[config.mk]
export PLATFORM = sky130hd
export DESIGN_NAME = rcb_reg_arbiter_flat
export DESIGN_NICKNAME = d
export VERILOG_FILES = /design/src/rtl/rcb_reg_arbiter_if.sv /design/src/rtl/rcb_reg_arbiter.sv /design/src/flat_wrapper.sv
export SDC_FILE = /design/constraint.sdc
export NUM_CORES = 1
export LEC_CHECK = 0
export CAP_MARGIN = 5
export CORE_MARGIN = 1
export CORE_UTILIZATION = 53
export DETAILED_ROUTE_END_ITERATION = 10
export GPL_ROUTABILITY_DRIVEN = 1
export PLACE_DENSITY = 0.95
export SLEW_MARGIN = 40
export SYNTH_ARGS = -nofsm -noshare
export SYNTH_HDL_FRONTEND = slang
export SYNTH_SLANG_ARGS = --single-unit
[constraint.sdc]
create_clock -name clk_100m -period 7.44 [get_ports clk_100m]
set_input_delay 1.488 -clock clk_100m [delete_from_list [all_inputs] [get_ports clk_100m]]
set_output_delay 1.488 -clock clk_100m [all_outputs]
set_load 0.01 [all_outputs]
[src/rtl/rcb_reg_arbiter_if.sv]
// Command/response bundle between the register-bus requesters, the arbiter and the register bank.
// Requester slices are packed: addr slice i is [16i+15:16i], wdata slice i is [32i+31:32i].
interface rcb_reg_arbiter_if #(
  parameter int NREQ = 3
);
  logic [NREQ-1:0]      req_vld;
  logic [NREQ-1:0]      req_we;
  logic [16*NREQ-1:0]   req_addr;
  logic [32*NREQ-1:0]   req_wdata;
  logic [NREQ-1:0]      busy;
  logic [NREQ-1:0]      done;
  logic [31:0]          rdata;
  logic                 err;
  logic [15:0]          addr;
  logic                 addr_rdy;
  logic [31:0]          data_mosi;
  logic                 data_mosi_rdy;
  logic [31:0]          data_miso;
  logic                 data_miso_rdy;

  modport slave (
    input  req_vld, req_we, req_addr, req_wdata, data_miso, data_miso_rdy,
    output busy, done, rdata, err, addr, addr_rdy, data_mosi, data_mosi_rdy
  );

  modport master (
    output req_vld, req_we, req_addr, req_wdata, data_miso, data_miso_rdy,
    input  busy, done, rdata, err, addr, addr_rdy, data_mosi, data_mosi_rdy
  );
endinterface

[src/rtl/rcb_reg_arbiter.sv]
// Arbitrates NREQ one-deep command slots onto the single register-bank port; write done at T+4, read done one cycle after data or after TIMEOUT wait cycles.
// No backpressure: a pulse into an occupied slot is dropped; busy tells requesters when the slot is free again.
module rcb_reg_arbiter #(
  parameter int NREQ     = 3,
  parameter int SPI_PRIO = 1,
  parameter int TIMEOUT  = 255
) (
  input  logic            clk_100m,
  input  logic            rst_syn,
  rcb_reg_arbiter_if.slave bus
);

  localparam int IW = (NREQ > 1) ? $clog2(NREQ) : 1;
  localparam logic [IW-1:0] LAST  = IW'(NREQ - 1);
  localparam logic [IW-1:0] FIRST = (SPI_PRIO != 0) ? IW'(1) : '0;
  localparam logic [9:0]    TMO_LAST = 10'(TIMEOUT - 1);

  typedef enum logic [2:0] {IDLE, ADDR, WR, RD_WAIT, DONE} state_t;

  state_t          state;
  logic [IW-1:0]   cur;
  logic [IW-1:0]   rr_ptr;
  logic [9:0]      timer;
  logic [NREQ-1:0] slot_we;
  logic [15:0]     slot_addr  [NREQ];
  logic [31:0]     slot_wdata [NREQ];

  logic [NREQ-1:0] busy_q;
  logic [NREQ-1:0] done_q;
  logic [31:0]     rdata_q;
  logic            err_q;
  logic [15:0]     addr_q;
  logic            addr_rdy_q;
  logic [31:0]     mosi_q;
  logic            mosi_rdy_q;

  logic [IW-1:0]   win;
  logic            win_vld;
  logic [IW-1:0]   idx;

  // Outside IDLE the only granted slot is cur, so in IDLE every busy slot is pending.
  always_comb begin
    win     = '0;
    win_vld = 1'b0;
    idx     = rr_ptr;
    if (SPI_PRIO != 0 && busy_q[0]) begin
      win_vld = 1'b1;
    end else begin
      for (int k = 0; k < NREQ; k++) begin
        idx = (idx == LAST) ? FIRST : idx + 1'b1;
        if (!win_vld && busy_q[idx]) begin
          win     = idx;
          win_vld = 1'b1;
        end
      end
    end
  end

  always_ff @(posedge clk_100m) begin
    if (rst_syn) begin
      state      <= IDLE;
      cur        <= '0;
      rr_ptr     <= LAST;
      timer      <= '0;
      slot_we    <= '0;
      busy_q     <= '0;
      done_q     <= '0;
      rdata_q    <= '0;
      err_q      <= 1'b0;
      addr_q     <= '0;
      addr_rdy_q <= 1'b0;
      mosi_q     <= '0;
      mosi_rdy_q <= 1'b0;
      for (int i = 0; i < NREQ; i++) begin
        slot_addr[i]  <= '0;
        slot_wdata[i] <= '0;
      end
    end else begin
      addr_rdy_q <= 1'b0;
      mosi_rdy_q <= 1'b0;
      done_q     <= '0;

      for (int i = 0; i < NREQ; i++) begin
        if (bus.req_vld[i] && !busy_q[i]) begin
          busy_q[i]     <= 1'b1;
          slot_we[i]    <= bus.req_we[i];
          slot_addr[i]  <= bus.req_addr[16*i +: 16];
          slot_wdata[i] <= bus.req_wdata[32*i +: 32];
        end
      end

      case (state)
        IDLE: begin
          if (win_vld) begin
            cur        <= win;
            addr_q     <= slot_addr[win];
            addr_rdy_q <= 1'b1;
            state      <= ADDR;
            if (SPI_PRIO == 0 || win != '0) rr_ptr <= win;
          end
        end
        ADDR: begin
          if (slot_we[cur]) begin
            mosi_q     <= slot_wdata[cur];
            mosi_rdy_q <= 1'b1;
            state      <= WR;
          end else begin
            timer <= '0;
            state <= RD_WAIT;
          end
        end
        WR: begin
          rdata_q     <= '0;
          err_q       <= 1'b0;
          done_q[cur] <= 1'b1;
          state       <= DONE;
        end
        RD_WAIT: begin
          // Data arriving on the expiry cycle still counts as a good read.
          if (bus.data_miso_rdy) begin
            rdata_q     <= bus.data_miso;
            err_q       <= 1'b0;
            done_q[cur] <= 1'b1;
            state       <= DONE;
          end else if (timer == TMO_LAST) begin
            rdata_q     <= 32'hDEAD_BEEF;
            err_q       <= 1'b1;
            done_q[cur] <= 1'b1;
            state       <= DONE;
          end else begin
            timer <= timer + 10'd1;
          end
        end
        DONE: begin
          busy_q[cur] <= 1'b0;
          state       <= IDLE;
        end
        default: state <= IDLE;
      endcase
    end
  end

  assign bus.busy          = busy_q;
  assign bus.done          = done_q;
  assign bus.rdata         = rdata_q;
  assign bus.err           = err_q;
  assign bus.addr          = addr_q;
  assign bus.addr_rdy      = addr_rdy_q;
  assign bus.data_mosi     = mosi_q;
  assign bus.data_mosi_rdy = mosi_rdy_q;

endmodule

[src/flat_wrapper.sv]
// flat-port wrapper written by rule: the top's interface ports become plain ports
module rcb_reg_arbiter_flat 
#(
  parameter int NREQ     = 3,
  parameter int SPI_PRIO = 1,
  parameter int TIMEOUT  = 255
)
  (clk_100m, rst_syn, bus_req_vld, bus_req_we, bus_req_addr, bus_req_wdata, bus_data_miso, bus_data_miso_rdy, bus_busy, bus_done, bus_rdata, bus_err, bus_addr, bus_addr_rdy, bus_data_mosi, bus_data_mosi_rdy);
  rcb_reg_arbiter_if #(.NREQ(NREQ)) bus_i ();
  input  logic clk_100m;
  input  logic rst_syn;
  input wire logic [$bits(bus_i.req_vld)-1:0] bus_req_vld;
  input wire logic [$bits(bus_i.req_we)-1:0] bus_req_we;
  input wire logic [$bits(bus_i.req_addr)-1:0] bus_req_addr;
  input wire logic [$bits(bus_i.req_wdata)-1:0] bus_req_wdata;
  input wire logic [$bits(bus_i.data_miso)-1:0] bus_data_miso;
  input wire logic [$bits(bus_i.data_miso_rdy)-1:0] bus_data_miso_rdy;
  output wire logic [$bits(bus_i.busy)-1:0] bus_busy;
  output wire logic [$bits(bus_i.done)-1:0] bus_done;
  output wire logic [$bits(bus_i.rdata)-1:0] bus_rdata;
  output wire logic [$bits(bus_i.err)-1:0] bus_err;
  output wire logic [$bits(bus_i.addr)-1:0] bus_addr;
  output wire logic [$bits(bus_i.addr_rdy)-1:0] bus_addr_rdy;
  output wire logic [$bits(bus_i.data_mosi)-1:0] bus_data_mosi;
  output wire logic [$bits(bus_i.data_mosi_rdy)-1:0] bus_data_mosi_rdy;
  assign bus_i.req_vld = bus_req_vld;
  assign bus_i.req_we = bus_req_we;
  assign bus_i.req_addr = bus_req_addr;
  assign bus_i.req_wdata = bus_req_wdata;
  assign bus_i.data_miso = bus_data_miso;
  assign bus_i.data_miso_rdy = bus_data_miso_rdy;
  assign bus_busy = bus_i.busy;
  assign bus_done = bus_i.done;
  assign bus_rdata = bus_i.rdata;
  assign bus_err = bus_i.err;
  assign bus_addr = bus_i.addr;
  assign bus_addr_rdy = bus_i.addr_rdy;
  assign bus_data_mosi = bus_i.data_mosi;
  assign bus_data_mosi_rdy = bus_i.data_mosi_rdy;
  rcb_reg_arbiter #(.NREQ(NREQ), .SPI_PRIO(SPI_PRIO), .TIMEOUT(TIMEOUT)) u_core (.clk_100m(clk_100m), .rst_syn(rst_syn), .bus(bus_i));
endmodule
* Word level (Yosys, flattened, before mapping)
Memory sizes are Yosys's and may differ from the RTL's. A register that Yosys moved wholly into a read port is not among the register bits.
Cells that the tools add are included.
Widths: inputs -> output; s select.
** Word-level totals
- Output and inout bits :: 89
- Memories kept :: 2
- Input port bits :: 185
- Logic and storage cells :: 137
- Bits in registers :: 61
- Bits in writable memories :: 144
** Cells by class
- Equality and inequality tests :: 13
- Muxes and demuxes :: 67
- Add/subtract/negate cells :: 4
- Reduce and logical (&&, ||, !) cells :: 23
- Bitwise gates (word level) :: 10
- $lt $le $gt $ge :: 5
** Memory list
- u_core.slot_wdata :: depth 3, bits a word 32, read ports 1, clocked after memory_dff 1, write ports 3, RTL line rcb_reg_arbiter.sv:26 : logic [31:0] slot_wdata [NREQ];
- u_core.slot_addr :: depth 3, bits a word 16, read ports 1, clocked after memory_dff 1, write ports 3, RTL line rcb_reg_arbiter.sv:25 : logic [15:0] slot_addr [NREQ];
** Operators with widths (count)
- $mux 32 :: 5
- $pmux 32 s2 :: 1
- $mux 16 :: 3
- $mux 1 :: 33
- $mux 10 :: 3
- $pmux 10 s2 :: 1
- $mux 3 :: 6
- $mux 2 :: 7
- $lt 2x3->1 const B :: 4
- $pmux 3 s4 :: 1
- $add 10x1->10 const B :: 1
- $eq 10x8->1 const B :: 1
- $bmux 1 s2 :: 4
- $reduce_and 2->1 :: 4
- $add 2x1->2 const B :: 3
- $eq 2x2->1 const B :: 3
- $eq 3x2->1 const B :: 2
- $logic_and 1x1->1 :: 6
- $ne 2x2->1 const B :: 3
- $or 1x1->1 :: 6
- $pmux 3 s2 :: 1
- $reduce_bool 2->1 :: 3
- $logic_not 1->1 :: 5
- $reduce_and 4->1 :: 1
- 13 further kinds :: 15

* Longest topological paths before layout
Gate-level depths: netlist of the first run.
- Word-level depth :: 16
- Depth in mapped cells :: 8
- Mapped depth without buffers :: 6

* Worst setup path after synthesis of the first run
No wires, ideal clock.
- Path kind :: input to register
- From :: input rst_syn
- To :: memory u_core.slot_addr[0][0] (enable)
- Setup time :: 0.413 ns
- Cell stages on the path :: 3
- Slack :: 3.777 ns
- Data arrival time :: 3.250 ns
- Required time :: 7.027 ns
- Buffers on the path :: 2
- Cell sequence :: clkbuf_1 > clkbuf_1 > nand2b_1
** RTL lines
- start, declared :: RTL line flat_wrapper.sv:11 : input logic rst_syn;
- end, declared :: RTL line rcb_reg_arbiter.sv:25

==> flow_summary.ini, run 1 <==
[critical_path]
reg2reg_depth = 6
reg2reg_from = u_core.cur[0]
path_class = input pin to flip-flop
cp.required_ns = 7.60
worst-path-buf-inv = 3
reg2reg_to = u_core.timer[0]
r2r_setup_slack_ns = 4.66
crit_top_cell = buf_4
crit_slowest_cell = nand2b_2
cp-start-kind = input pin
max_stage_delay_ns = 0.53
critPathArrivalTime_ns = 3.29
cp_cell_sequence = buf_4 > buf_12 > nand2b_2 > buf_4
cp_top_family = buffers and inverters
endpoint_kind = flip-flop
path_max_fanout = 53

[placement]
postPlaceCellArea_mm2 = 0.0134
placed_cells = 1389
dp_hpwl_um = 18700
place_congestion = 0.861
io_buffers = 273

[route]
num_vias = 8200
drtPass1Iterations = 5
viasPerCell = 5.71
wl_um = 27800
drc = 0
drt_iter0_markers = 673
detail-route-antenna-nets = 0
wire_per_inst_um = 19.4

[logic_synthesis]
synthArstFlopShare_pct = 0
synth_area_leaders = edfxtp_1 41%, dfxtp_1 21%, and2_1 8.7%
synth_compound_area_share_pct = 13.6
yosys.area_share.simple_pct = 16.6
synth.area.mux_share_pct = 3.64
syn-instance-count = 910
synth_cell_types = 57
synth-edff-count = 144
ys_seq_area_share_pct = 61.9
synth.cell_area_mm2 = 0.0105
yosysWarningCount = 0
postSynthNetCount = 1097
syn_area_per_cell_um2 = 11.5
synthXorXnorAreaFrac_pct = 0.0834
synth_largest_area_cell = edfxtp_1
yosys_most_used_dff = edfxtp_1
synth_top_area_share_pct = 41.2
synth_top_family_by_area = simple AND/OR/NAND/NOR gates
synth-adder-area-share_pct = 0.238
yosys_register_bits = 253

[floorplanning]
coreArea_mm2 = 0.0195
die_w_um = 143
die_area_mm2 = 0.0204
io-pin-count = 274
die_y_um = 143
fp-row-count = 51
start_util_pct = 54.0

[grt]
grt_max_degree = 145
grt_pass1_vias = 7965
grtUsageTotal_pct = 26.8
antenna_found_initial = 1
overflow = 0
grt_pass1_wl_um = 42000

[sta]
finalCriticalPeriod_ns = 3.13
period_share_pct = 42.0
finalClockSkew_ns = 0.0174
setup_violations = 0
rsz0062_at_grt = false
slew_violations = 0
hold_violations = 0
slew_headroom_pct = 47.9
tns_ns = 0
tightestPinTransition_ns = 0.781
fmax_mhz = 320

[cts]
clockBufferDepth = 3
cts_buffers = 26
cts_resized = 0
cts_sinks = 253
clock_latency_ns = 0.52
post_cts_buffers = 0
cts_tree = done
path_clk_slew_ns = 0.06
ctsHoldBuffers = 0
h-tree-depth = 1
root_buffer = clkbuf_16

[finish]
fillers = 1223
fin_area_mm2 = 0.0143
drive_gt1_share_pct = 6.40
syn_to_final_growth_pct = 36.3
nets = 1339
antenna_cells = 0
fin_cells = 1437

[hold_path]
holdPathStages = 2
hp-class = flip-flop to flip-flop
hold-path-endpoint = u_core.bus.rdata[13]
hold_path.startpoint = u_core.bus.rdata[13]

[power]
vdd_drop_max_mv = 0.214
power_mw = 3.55
powerDensity_mw_per_mm2 = 248
total_leakage_power_nw = 5.13

[job]
maxCapViolCount = 0

[outcome]
status = finished clean
[per-stage QoR]
stage / utilization (%) / worst slack, ns / hold slack (ns)
2_1_floorplan: - / 3.78 / 0.461
3_3_place_gp: 68.7 / 3.82 / 0.443
3_5_place_dp: 68.9 / 3.79 / 0.444
4_1_cts: 73.6 / 4.30 / 0.463
5_1_grt: 73.6 / 4.23 / 0.480
6_report: 73.6 / 4.31 / 0.466
[cell families (layout without fill, tap and decap cells)]
group	Yosys count	after routing
xor+xnor	1	1
compound gates	210	210
buf+inv	100	362
simple gates	306	306
flops	253	253
fa+ha+maj	2	2
mux	38	38
[worst max-delay path by stage]
stage,from,cells past startpoint,slack [ns],endpoint
floorplan,rst_syn,3,3.78,u_core.slot_addr[0][0]
finish,rst_syn,4,4.31,u_core.slot_addr[2][8]
CTS,rst_syn,4,4.30,u_core.slot_addr[1][8]
detailed placement,rst_syn,4,3.79,u_core.slot_wdata[1][15]
global placement,rst_syn,3,3.82,u_core.slot_addr[1][12]
global route,rst_syn,4,4.23,u_core.slot_addr[0][12]
[final cells by class]
type / count / area (um^2) / area share (%)
clock buffer: 33 / 708 / 4.95
clock inverter: 15 / 203 / 1.42
inverter: 31 / 116 / 0.813
multi-input combinational: 557 / 3630 / 25.3
sequential: 253 / 6510 / 45.5
tap: 265 / 332 / 2.32
timing repair buffer: 283 / 2820 / 19.7
[per-layer routing]
metal	up-vias	track usage, %	share of wire [%]
met5	-	0	0
met4	0	11.5	3.9
met3	63	4.69	8.0
met2	424	47.8	51
met1	3918	31.7	37
li1	3795	-	-
[power by group]
part           leakage [nW]  switching, mW  internal [mW]
Sequential             2.43         0.0624           1.61
Clock                 0.443          0.531          0.846
Combinational          2.26          0.256          0.246
Total                  5.13          0.849           2.70
[flip-flops by register name, indices dropped and copies added (netlist names), 10 cells and up]
name and flops:
u_core.slot_wdata 96, u_core.slot_addr 48, u_core.bus.data_mosi 32, u_core.bus.rdata 32, u_core.bus.addr 16, u_core.timer 10
[synth_stat cells (4+ instances only)]
| cell | number |
|---|---|
| a211oi_1 | 4 |
| a21oi_1 | 45 |
| a221oi_1 | 24 |
| a22o_1 | 8 |
| and2_1 | 146 |
| and3_1 | 16 |
| buf_1 | 4 |
| buf_2 | 17 |
| clkbuf_1 | 45 |
| dfxtp_1 | 109 |
| edfxtp_1 | 144 |
| inv_1 | 31 |
| mux2i_1 | 36 |
| nand2_1 | 62 |
| nand2b_1 | 7 |
| nand3_1 | 18 |
| nand4_1 | 6 |
| nor2_1 | 13 |
| nor2b_1 | 4 |
| nor3_1 | 5 |
| o2111ai_1 | 32 |
| o21ai_0 | 65 |
| o2bb2ai_1 | 17 |
| o31ai_1 | 4 |
| or3_1 | 4 |
| or4_1 | 4 |
[placed cells by master (no fill, tap or decap), types with 8 or more instances in the layout]
master and n:
clkdlybuf4s50_1 272, and2_1 145, edfxtp_1 144, dfxtp_1 107
o21ai_0 65, nand2_1 61, a21oi_1 45, mux2i_1 36
o2111ai_1 32, inv_1 30, clkbuf_16 27, a221oi_1 24
nand3_1 18, and3_1 16, o2bb2ai_1 16, nor2_1 13
buf_4 9, a22o_1 8
[worst reg2reg max path, cell delays in order, from the launching register on]
cell       delay, ns
dfxtp_2         0.59
buf_4           0.51
nor2b_1         0.18
a2bb2oi_2       0.52
buf_4           0.38
a22oi_1         0.19
mux2_2          0.30
(Power assumes the default switching activity.)
==> run 2: changes to the inputs <==
CORE_UTILIZATION = 49   (was 53)
PLACE_DENSITY = 0.92   (was 0.95)
clock period = 3 ns   (was 7.44 ns; I/O delays follow)
==> run 2 against run 1 <==
Die area increased by 8.0%. Combinational power increased to 2.5 times the previous value. First-iteration DRC count increased by 8.9%. Sequential share of layout area decreased by 0.25 points.
==> flow_summary.ini, run 2 (synthesized netlist as in run 1, its figures left out) <==
[critical_path]
worst-path-buf-inv = 1
cp-start-kind = flip-flop
max_stage_delay_ns = 0.61
path_max_fanout = 8
critPathArrivalTime_ns = 1.59
cp_cell_sequence = clkdlybuf4s50_1
crit_slowest_cell = clkdlybuf4s50_1
cp.required_ns = 2.40
path_class = flip-flop to primary output
cp_top_family = buffers and inverters
endpoint_kind = primary output

[placement]
io_buffers = 273
dp_hpwl_um = 18700
place_congestion = 0.813
dp_slack_ns = 0.653
placed_cells = 1406

[cts]
ctsHoldBuffers = 0
cts_sinks = 253
cts_tree = done
cts_buffers = 26
clockBufferDepth = 3
clock_latency_ns = 0.53
cts_resized = 0
post_cts_buffers = 0
root_buffer = clkbuf_16
path_clk_slew_ns = 0.06
h-tree-depth = 1

[power]
total_leakage_power_nw = 5.17
power_mw = 8.70
powerDensity_mw_per_mm2 = 604
vdd_drop_max_mv = 0.393

[grt]
overflow = 0
grt_pass1_wl_um = 42500
grt_pass1_vias = 7926
grtUsageTotal_pct = 25.0
grt_max_degree = 145
antenna_found_initial = 1

[route]
drt_iter0_markers = 733
top_layer = met4
wire_per_inst_um = 19.3
wl_met1_um = 10600
num_vias = 8131
drtPass1Iterations = 5
viasPerCell = 5.59
wl_um = 28000
routed-wl-met2_um = 14300
detail-route-antenna-nets = 0
drc = 0
wl_met3_um = 2050

[finish]
drive_gt1_share_pct = 6.70
final_common_cell = clkdlybuf4s50_1
largest_reg_flops = 96
regMostFlops = u_core.slot_wdata
nets = 1346
final_cell_mix = 272 x clkdlybuf4s50_1, 145 x and2_1, 144 x edfxtp_1
fin_cells = 1455
top_regs = u_core.slot_wdata x96, u_core.slot_addr x48
syn_to_final_growth_pct = 37.0

[job]
maxCapViolCount = 0

[sta]
slew_violations = 0
fmax_mhz = 456
timing.final.ws_setup_ns = 0.809
finalClockSkew_ns = 0.0144
slew_headroom_pct = 46.3
rsz0062_at_grt = false
finalCriticalPeriod_ns = 2.19
hold_violations = 0
setup_violations = 0
tightestPinTransition_ns = 0.803
tns_ns = 0
period_share_pct = 73.0

[floorplanning]
die_area_mm2 = 0.0220
die_y_um = 148
start_util_pct = 50.0
die_w_um = 148
io-pin-count = 274
coreArea_mm2 = 0.0210
fp-row-count = 53

[outcome]
status = finished clean

[hold_path]
hp-class = input pin to flip-flop
[run 2: cell types whose count changed in the layout (fill, tap and decap cells not counted), sizes merged]
cell,change
buf,+7
bufinv,-2
clkbuf,+1
clkinv,+1
diode,+1
[run 2: cell type report]
class / instances / area [um^2]
antenna: 1 / 2.50
clock buffer: 34 / 742
fill: 1425 / 6630
timing repair buffer: 290 / 2910
inverter: 31 / 116
sequential: 253 / 6510
clock inverter: 14 / 146
tap: 275 / 344
multi-input combinational: 557 / 3630
[run 2: metal layers]
layer / global-route usage (%) / vias up
met5: 0 / -
met4: 10.9 / 0
met3: 4.39 / 76
met2: 44.5 / 369
met1: 29.5 / 3875
li1: - / 3811
[run 2: final timing paths]
path | start | end | slack [ns] | depth (start not counted)
max | u_core.bus.busy[0] | bus_busy[0] | 0.81 | 1
min | rst_syn | u_core.slot_we[2] | 0.44 | 2
max reg2reg | u_core.cur[1] | u_core.timer[0] | 0.91 | 4
min reg2reg | u_core.bus.err | u_core.bus.err | 0.46 | 2
[run 2: report_power, final]
| part | switching, mW | total, mW | internal [mW] |
|---|---|---|---|
| clock network | 1.31 | 3.30 | 1.99 |
| logic | 0.655 | 1.28 | 0.629 |
| registers | 0.132 | 4.11 | 3.98 |
[run 2: through the flow]
step / hold WS, ns / utilization [%] / instance area (um^2)
floorplan: 0.461 / - / 10500
global placement: 0.443 / 64.2 / 13500
detailed placement: 0.449 / 64.2 / 13500
CTS: 0.430 / 68.4 / 14400
global route: 0.443 / 68.5 / 14400
finish: 0.439 / 68.5 / 14400
==> RTL change 1, RTL diff (config.mk and constraints of run 2) <==
`SPI_PRIO` is set to 1 in 2 places; all go to 0.
--- a/src/rtl/rcb_reg_arbiter.sv
+++ b/src/rtl/rcb_reg_arbiter.sv
@@ -2,7 +2,7 @@
 // No backpressure: a pulse into an occupied slot is dropped; busy tells requesters when the slot is free again.
 module rcb_reg_arbiter #(
   parameter int NREQ     = 3,
-  parameter int SPI_PRIO = 1,
+  parameter int SPI_PRIO = 0,
   parameter int TIMEOUT  = 255
 ) (
   input  logic            clk_100m,
--- a/src/flat_wrapper.sv
+++ b/src/flat_wrapper.sv
@@ -2,7 +2,7 @@
 module rcb_reg_arbiter_flat 
 #(
   parameter int NREQ     = 3,
-  parameter int SPI_PRIO = 1,
+  parameter int SPI_PRIO = 0,
   parameter int TIMEOUT  = 255
 )
   (clk_100m, rst_syn, bus_req_vld, bus_req_we, bus_req_addr, bus_req_wdata, bus_data_miso, bus_data_miso_rdy, bus_busy, bus_done, bus_rdata, bus_err, bus_addr, bus_addr_rdy, bus_data_mosi, bus_data_mosi_rdy);
Behaviour: no difference found for any inputs over 4 cycles, from zero or initial values and one cycle with rst_syn high; that may be too few to reach the edited logic, so the function may still have changed.
==> RTL change 1 against run 2 <==
- core utilization grew 0.72 points
- maximum frequency shrank 11%
- sequential cell count shrank 1
- routed wire length shrank 5.8%
- worst setup slack lost 270 ps
- design area shrank 2.1%
- total power grew 1.6%
- area after synthesis shrank 2.5%
- clock power grew 2%
- register-to-register slack lost 370 ps
- hold slack gained 13 ps
- critical endpoint is now u_core.bus.addr[6]$_SDFFE_PP0P_
- largest power group unchanged
==> RTL change 1: results (changes against run 2) <==
----------------------------------------------------
[Setup path]
  Critical-path top delay cell ... o22ai_2
  Slowest Stage Delay on Critical Path ... 700 ps (+90 ps)
  Worst setup slack for register-to-register paths ... 540 ps (-370 ps)
  Worst EP arrival ... 2840 ps (+1250 ps)
  Worst setup endpoint ... u_core.bus.addr[6]$_SDFFE_PP0P_

[Worst hold path]
  Kind of path behind the tightest hold check ... reg -> reg

[Yosys]
  Post-Synth XOR/XNOR Area ... 0.599% (+0.52 points)
  Synthesized area per cell ... 11.3 sq um (-1.7%)
  Unique cell type count in the Yosys netlist ... 51 (-11%)
  Adder-cell area share of the yosys netlist ... 0.244% (+0.0061 points)
  Largest cells by area after synthesis ... edfxtp_1, dfxtp_1, and2_1
  Sequential share of the synthesized area ... 63.3% (+1.4 points)
  Compound-cell area share of the yosys netlist ... 10.4% (-3.2 points)

[Layout]
  Ant. Diodes ... 0 (-1)
  Number of nets in the layout ... 1338 (-0.59%)
  Fillers ... 1423 (-0.14%)
  Synthesis-to-layout area growth ... 37.6%

[Timing]
  Worst hold margin ... 452 ps (+13.1 ps)
  Highest attainable clock frequency ... 407 MHz (-11%)
  Transition time of the tightest slew-check pin ... 742 ps (-61.5 ps)

[Pwr]
  Switch share ... 24.3% (+0.26 points)
  Fraction of power consumed by sequential logic ... 46.7% (-0.6 points)
  Maximum ir drop on the vdd rail ... 0.544 mV (+39%)
  LEAKAGE ... 5.24 nW (+1.4%)

[Placed design]
  Setup slack after placement ... 545 ps (-108 ps)
  Placed instance area ... 13200 sq um (-2.4%)
  Cell total after placement ... 1393 (-0.92%)

[Global route]
  Overall track demand over capacity in global routing ... 24.3% (-0.67 points)
  Initial antenna violation count ... 0 (-1)

[Detailed routing]
  Drt first-iter violations ... 508 (-31%)

[Outcome]
  Run status ... finished clean

----------------------------------------------------
RTL change 1: cell types whose count changed after synthesis, sizes merged, moves of 8 or more:
cell     change
nand3       -16
nor2        +40
a211oi      +12
o2111ai     -28
nand2       +22
o211ai      +32
o2bb2ai     -17
a221oi      -24
o21ai       -29
nor3        +22
a22o         -8
inv         -25
a21oi       +17
RTL change 1: layer usage:
layer,track usage (%),routed length [um],part of all wire [%]
met3,4.56,1740,6.6
met2,44.0,13600,52
met5,0,0,0
met1,28.9,10300,39
met4,8.07,738,2.8
RTL change 1: area by class of cell:
class                      count  area share, %
sequential                   252           46.0
multi-input combinational    576           24.4
timing repair buffer         289           20.5
clock buffer                  34           5.36
tap                          270           2.40
clock inverter                13           1.11
inverter                       6          0.160
RTL change 1: cells by family after synthesis:
family	after synthesis
fa+ha+maj	2
mux	38
compound gates	172
buf+inv	75
flops	252
simple gates	357
xor+xnor	7
==> RTL change 2, RTL diff (flow settings as in run 2) <==
Made on the original files. Compare `timer` against `TMO_LAST` with >= in place of ==.
--- a/src/rtl/rcb_reg_arbiter.sv
+++ b/src/rtl/rcb_reg_arbiter.sv
@@ -122,7 +122,7 @@
             err_q       <= 1'b0;
             done_q[cur] <= 1'b1;
             state       <= DONE;
-          end else if (timer == TMO_LAST) begin
+          end else if (timer >= TMO_LAST) begin
             rdata_q     <= 32'hDEAD_BEEF;
             err_q       <= 1'b1;
             done_q[cur] <= 1'b1;
Formal check against the unedited RTL: no difference found for any inputs over 4 cycles, from zero or initial values and one cycle with rst_syn high; that may be too few to reach the edited logic, so the function may still have changed.
==> RTL change 2 against run 2 <==
- worst setup slack worse by 13 ps
- sequential cell count stayed put
- maximum frequency is 0.58% lower
- die area is 0.67% higher
- largest cell class unchanged
- routed wire length is 1.1% lower
- critical path type unchanged
- area after synthesis is 0.68% higher
- total power is 0.55% lower
- design area is 0.50% higher
==> RTL change 2: results (changes against run 2) <==
----------------------------------------------------
[Setup path]
  Critical register-to-register path startpoint ... u_core.timer[0]$_SDFFE_PP0P_
  Critical path peak fanout ... 7 (-1)
  Worst setup slack for register-to-register paths ... 800 ps (-110 ps)

[Clocking]
  TritonCTS Buffers ... 25 (-3.8%)
  Worst-skew pair later-pin latency ... 510 ps (-20 ps)

[Global route]
  GR Layer Usage met1 ... 29.9% (+0.46 points)
  Initial antenna violation count ... 0 (-1)
  First-pass GRT wire length ... 42.8 mm (+0.71%)
  Met3 usage ... 4.92% (+0.54 points)

[Layout]
  Ant. Diodes ... 0 (-1)
  Number of nets in the layout ... 1349 (+0.22%)
  Fillers ... 1461 (+2.5%)

[Pwr]
  LEAKAGE ... 5.18 nW (+0.17%)
  Maximum ir drop on the vdd rail ... 0.543 mV (+38%)
  P_sw ... 0.00206 W (-1.8%)

[Detailed routing]
  Routed WL per cell ... 19.0 um (-1.1%)

[Outcome]
  Run status ... finished clean

[Placed design]
  Cell total after placement ... 1410 (+0.28%)
  HPWL after detailed placement ... 18.8 mm (+0.64%)

[Yosys]
  Synthesized area per cell ... 11.6 sq um (+0.90%)
  Sequential share of the synthesized area ... 61.5% (-0.42 points)
  Post-Synth XOR/XNOR Area ... 0% (-0.083 points)
  Largest cells by area after synthesis ... edfxtp_1, dfxtp_1, and2_1
  Share of cell area taken by muxes after synthesis ... 3.88% (+0.24 points)

[Timing]
  Final Skew ... 12.2 ps (-2.16 ps)

----------------------------------------------------
## RTL change 2: cell type report
cell class              instances  share of cell area, %
flip-flops and latches        253                   45.0
multi-input cells             575                   26.0
repair buffers                300                   20.5
clock buffers                  38                   5.02
well taps                     275                   2.38
clock inverters                 7                  0.934
inverters                       7                  0.182
## RTL change 2: stage by stage
step                      total power, W  worst slack (ps)  hold WS (ps)
after floorplan                  0.00478               430           441
after global placement           0.00538               512           446
after detailed placement         0.00544               395           446
after CTS                        0.00868               777           444
after global routing             0.00895               642           451
final                            0.00865               796           458
## RTL change 2: per-layer routing
layer / share of wire [%] / vias up
met5: 0 / -
met4: 4.5 / 0
met3: 6.9 / 85
met2: 49 / 333
met1: 39 / 3884
li1: - / 3840
## RTL change 2: logic make-up after synthesis
kind of cell / count (synthesis)
buf+inv: 80
mux: 41
fa+ha+maj: 2
simple gates: 278
compound gates: 254
flops: 253
## RTL change 2: power groups by stage
| stage | logic (W) | clock network, W | registers (W) |
|---|---|---|---|
| 3_5_place_dp | 0.00128 | 0 | 0.00415 |
| 5_1_grt | 0.00139 | 0.00344 | 0.00411 |
| 6_report | 0.00129 | 0.00327 | 0.00409 |
| 2_1_floorplan | 0.000623 | 0 | 0.00416 |
| 4_1_cts | 0.00129 | 0.00331 | 0.00408 |
| 3_3_place_gp | 0.00125 | 0 | 0.00413 |
## RTL change 2: worst paths after layout
kind	to	cells past startpoint
worst max-delay path	bus_busy[0]	1
worst min-delay path	u_core.slot_we[0]$_SDFFE_PP0P_	2
worst max register to register	u_core.timer[5]$_SDFFE_PP0P_	6
worst min register to register	u_core.bus.addr[15]$_SDFFE_PP0P_	1
